$ cat src/rtl/conv_window_mult.sv
// 3x3 sliding-window builder over a raster pixel stream; each window tap is
// multiplied by its kernel weight and presented in the adder tree's input order.
module conv_window_mult #(
    parameter int unsigned PIX_WIDTH = 8,
    parameter int unsigned KW_WIDTH  = 16,
    parameter int unsigned WIDTH     = 32,
    parameter int unsigned IMG_W     = 32,
    parameter int unsigned IMG_H     = 32
) (
    input  logic                  clk,
    input  logic                  rst,
    input  logic                  w_load,
    input  logic [3:0]            w_addr,
    input  logic [KW_WIDTH-1:0]   w_data,
    input  logic                  in_valid,
    output logic                  in_ready,
    input  logic [PIX_WIDTH-1:0]  in_pixel,
    output logic [8:0][WIDTH-1:0] prod,
    output logic                  out_valid,
    output logic                  frame_done
);
    localparam int unsigned CW = $clog2(IMG_W);
    localparam int unsigned RW = $clog2(IMG_H);
    localparam int unsigned PW = PIX_WIDTH + KW_WIDTH + 1;
    localparam int unsigned MW = (PW > WIDTH) ? PW : WIDTH;
    localparam logic [CW-1:0] LAST_COL = CW'(IMG_W - 1);
    localparam logic [RW-1:0] LAST_ROW = RW'(IMG_H - 1);

    logic [8:0][KW_WIDTH-1:0]       weight;
    logic [CW-1:0]                  col;
    logic [RW-1:0]                  row;
    logic [PIX_WIDTH-1:0]           lb0 [IMG_W];
    logic [PIX_WIDTH-1:0]           lb1 [IMG_W];
    logic [2:0][2:0][PIX_WIDTH-1:0] win;
    logic                           emit_q;
    logic                           last_q;
    logic                           accept;
    logic [8:0][WIDTH-1:0]          prod_c;

    // Weight writes own the cycle; pixel intake waits.
    assign in_ready = rst & ~w_load;
    assign accept   = in_valid & in_ready;

    // Zero-extended pixel times signed weight, wrapped to WIDTH bits.
    function automatic logic [WIDTH-1:0] tap_mult(input logic [PIX_WIDTH-1:0] pix,
                                                  input logic [KW_WIDTH-1:0]  w);
        logic signed [MW-1:0] a;
        logic signed [MW-1:0] b;
        logic signed [MW-1:0] p;
        a = MW'($signed({1'b0, pix}));
        b = MW'($signed(w));
        p = a * b;
        return p[WIDTH-1:0];
    endfunction

    always_ff @(posedge clk or negedge rst) begin
        if (!rst) begin
            weight <= '0;
        end else if (w_load && (w_addr <= 4'd8)) begin
            weight[w_addr] <= w_data;
        end
    end

    // Raster position of the pixel being accepted.
    always_ff @(posedge clk or negedge rst) begin
        if (!rst) begin
            col <= '0;
            row <= '0;
        end else if (accept) begin
            if (col == LAST_COL) begin
                col <= '0;
                row <= (row == LAST_ROW) ? '0 : row + RW'(1);
            end else begin
                col <= col + CW'(1);
            end
        end
    end

    // Line buffers hold the two previous rows; contents need no reset.
    always_ff @(posedge clk) begin
        if (accept) begin
            lb1[col] <= in_pixel;
            lb0[col] <= lb1[col];
        end
    end

    always_ff @(posedge clk or negedge rst) begin
        if (!rst) begin
            win    <= '0;
            emit_q <= 1'b0;
            last_q <= 1'b0;
        end else begin
            emit_q <= accept && (col >= CW'(2)) && (row >= RW'(2));
            last_q <= accept && (col == LAST_COL) && (row == LAST_ROW);
            if (accept) begin
                for (int r = 0; r < 3; r++) begin
                    win[r][0] <= win[r][1];
                    win[r][1] <= win[r][2];
                end
                win[0][2] <= lb0[col];
                win[1][2] <= lb1[col];
                win[2][2] <= in_pixel;
            end
        end
    end

    for (genvar t = 0; t < 9; t++) begin : g_tap
        assign prod_c[t] = tap_mult(win[t / 3][t % 3], weight[t]);
    end

    always_ff @(posedge clk or negedge rst) begin
        if (!rst) begin
            prod       <= '0;
            out_valid  <= 1'b0;
            frame_done <= 1'b0;
        end else begin
            out_valid  <= emit_q;
            frame_done <= last_q;
            if (emit_q) begin
                prod <= prod_c;
            end
        end
    end

endmodule

$ cat config.mk
export PLATFORM = sky130hd
export DESIGN_NAME = conv_window_mult
export DESIGN_NICKNAME = d
export VERILOG_FILES = /design/src/rtl/conv_window_mult.sv
export SDC_FILE = /design/constraint.sdc
export NUM_CORES = 2
export LEC_CHECK = 0
export CAP_MARGIN = 20
export CORE_ASPECT_RATIO = 0.75
export CORE_UTILIZATION = 50
export DETAILED_ROUTE_END_ITERATION = 6
export PLACE_DENSITY = 0.8
export SLEW_MARGIN = 40
export SYNTH_ARGS = -nofsm -noshare
export SYNTH_HDL_FRONTEND = slang
export SYNTH_SLANG_ARGS = --single-unit
$ cat constraint.sdc
create_clock -name clk -period 5 [get_ports clk]
set_clock_uncertainty 0.1 [all_clocks]
set_input_delay 0.75 -clock clk [delete_from_list [all_inputs] [get_ports clk]]
set_output_delay 0.75 -clock clk [all_outputs]
set_load 0.01 [all_outputs]
==> run summary <==
status - complete, no violations
register area share after synthesis - 0.3424
syn_nets - 8394
async set-reset flop share out of synthesis - 0.4705
crit-path leading delay family - adder cells
largest cells by area after synthesis - fa_1, edfxtp_1, dfrtp_1, ha_1, inv_1
dpl ws - -0.1733 ns
min-delay worst type - register to register
CTS root buffer - clkbuf_16
Final ANT Viol Nets - 0
Clock Sinks - 967
synth warn - 0
Max-cap violations - 0
Critical Path RT - 5.53 ns
CP Data Arrival Time - 5.49 ns
GR Util All Layers - 0.2575
leading cell types by count after synthesis - inv_1, fa_1, nand2_1, and2_1, edfxtp_1
CTS HTree Levels - 3
synthesized instance count - 6986
wire per inst - 20.63 um
top-count cell post-synth - inv_1
final hold vios - 0
CP max stage cell - fa_1
Slew headroom - 0.4393
initial DRC count - 4774
initial antenna violation count - 14
Crit Path Max Fanout - 6
CTS clock-pin slew for the worst setup and hold paths - 0.07 ns
Max Transition Viols Final - 0
final worst-path cycle share - 0.9910
fill cell count - 11800
number of global-route vias before repair - 55663
Synth Register Bits - 967
ys flop type - edfxtp_1
first-pass GRT wire length - 315700 um
DR DRC count - 0
CTS tree - yes
port buffer count - 322
RSZ-0062 raised after global routing - yes
Worst Tran Pin Value - 0.8391 ns
cts bufs inserted - 99
fin worst setup slack - 0.04476 ns
area added between synthesis and finish - 18.77%
Ports - 323
Setup CP Type - register to register
die width - 458.5 um
die height - 344.4 um
area of the die - 157900 um2
Worst-Skew Late Latency - 0.77 ns
pin count of the biggest net entering global routing - 108
Initial Util - 0.5043
Post-Syn Area - 78160 um2
final wirelength - 204800 um
critical path's largest stage delay - 0.55 ns
grt ovf - 0
Mean Syn Cell Area - 11.19 um2
FF+latch area - 26880 um2
nets@finish - 9149
area leader, netlist - fa_1
routability cong. - 0.9423
CP cell instances - buf_6 > buf_6 > nand2_4 > buf_4 > fa_1 > buf_4 > fa_1 > inv_1 > fa_1 > inv_1 > fa_1 > inv_1 > ha_1 > nand4_1 > buf_4 > o31ai_4 > a31oi_1 > xnor2_1 > mux2_2
number of flops mapped to enable cells by yosys - 512
count of final setup violators - 0
CP endpoint kind - register
Post-DP HPWL - 150900 um
most frequent CP cell - fa_1
DRT Pass-1 Iters - 6
top cell type's share of synthesized area - 0.2351
Row Count - 125
Setup TNS - 0 ns
Setup crit start kind - register
post-synthesis cell type count - 85
share of layout cells above drive strength 1 - 0.2097
vias - 53829
vias per inst - 5.421
Max Clk Rate - 201.8 MHz
Period minus WS final - 4.955 ns
CP bufs+invs - 8
clk buf depth - 3
area of the multi-input gates - 46480 um2
core area - 155000 um2
-- worst reg2reg max path, stage by stage (launching register included) --
cell,delay [ns]
dfrtp_1,0.41
buf_6,0.13
buf_6,0.12
nand2_4,0.06
buf_4,0.14
fa_1,0.50
buf_4,0.18
fa_1,0.48
inv_1,0.07
fa_1,0.55
inv_1,0.05
fa_1,0.48
inv_1,0.04
ha_1,0.33
nand4_1,0.19
buf_4,0.20
o31ai_4,0.22
a31oi_1,0.15
xnor2_1,0.16
mux2_2,0.27
-- cells by family (layout without fill, tap and decap cells) --
logic type / Yosys count / in the layout / synth area share
AND/OR/NAND/NOR: 1760 / 1760 / 0.1100
flip-flops: 967 / 967 / 0.3424
other: 0 / 9 / 0
buffers and inverters: 1663 / 2503 / 0.08327
AO/OA/AOI/OAI: 569 / 569 / 0.04790
multiplexers: 458 / 458 / 0.08636
XOR/XNOR: 193 / 193 / 0.02163
adder cells (fa/ha/maj): 1376 / 1376 / 0.3084
-- cells in the final DEF (no fill, tap or decap), types with 43 or more instances in the layout --
cell type,netlist,layout
inv_1,1359,1341
fa_1,918,889
nand2_1,806,773
and2_1,641,632
buf_4,65,571
edfxtp_1,512,512
ha_1,458,406
dfrtp_1,455,369
clkdlybuf4s50_1,0,313
mux2_2,307,305
mux4_2,142,142
nor2_1,148,141
xnor2_1,141,137
a21oi_1,165,122
clkbuf_16,0,101
dfrtp_2,0,83
a21o_1,81,81
o21ai_0,94,72
xor2_1,52,50
buf_6,0,43
-- per-stage QoR --
stage | instances | area, um2 | utilization | hold WS [ns]
after floorplan | 6986 | 78190 | - | 0.2312
after detailed placement | 9636 | 86860 | 0.5604 | 0.3762
after CTS | 9842 | 90590 | 0.5845 | 0.3744
after global placement | 9634 | 86820 | 0.5602 | 0.3714
final | 9930 | 92830 | 0.5989 | 0.3766
after global routing | 9924 | 92810 | 0.5988 | 0.3873
-- final cells by class --
| cell class | count | area share |
|---|---|---|
| Antenna cell | 9 | 0.0002426 |
| Clock buffer | 125 | 0.02872 |
| Clock inverter | 61 | 0.007845 |
| Inverter | 1360 | 0.05501 |
| Multi-Input combinational cell | 4356 | 0.5008 |
| Sequential cell | 967 | 0.2895 |
| Tap cell | 2095 | 0.02824 |
| Timing Repair Buffer | 957 | 0.08967 |
-- per-layer routing --
| metal | part of all wire | track usage | vias up | wire length (um) |
|---|---|---|---|---|
| met5 | 0.000063 | 0 | - | 13 |
| met4 | 0.038 | 0.09018 | 2 | 7843 |
| met3 | 0.086 | 0.04794 | 372 | 17530 |
| met2 | 0.48 | 0.4201 | 2352 | 97530 |
| met1 | 0.40 | 0.3467 | 27374 | 81900 |
| li1 | - | - | 23729 | - |
-- sequential cells by signal, summed over array words and instances, names as in the netlist --
| signal | count |
|---|---|
| lb1 | 256 |
| weight | 144 |
| col | 5 |
| emit_q | 1 |
| lb0 | 256 |
| row | 5 |
| prod | 225 |
| win | 72 |
| last_q | 1 |
| out_valid | 1 |
| frame_done | 1 |
-- worst paths after layout --
check                           startpoint    endpoint  slack [ns]  cells past startpoint
worst max-delay path                win[8]    prod[54]        0.04                     19
worst min-delay path                last_q  frame_done        0.38                      0
worst max register to register      win[8]    prod[54]        0.04                     19
worst min register to register      last_q  frame_done        0.38                      0
max in group asynchronous              rst      col[1]        2.13                      5
min in group asynchronous              rst    prod[17]        0.40                      2
-- what timing repair did --
item,in CTS,in global routing
setup endpoints to repair,39,79
setup buffers,18,79
cloned,1,2
hold buffers,1,0
endpoints found under the hold margin,30,0
gates resized for setup,68,384
pin swaps,21,228
Power is left out: the tool's default activity adds up to more than one toggle a clock period on the data nets, which glitch-free logic cannot reach.
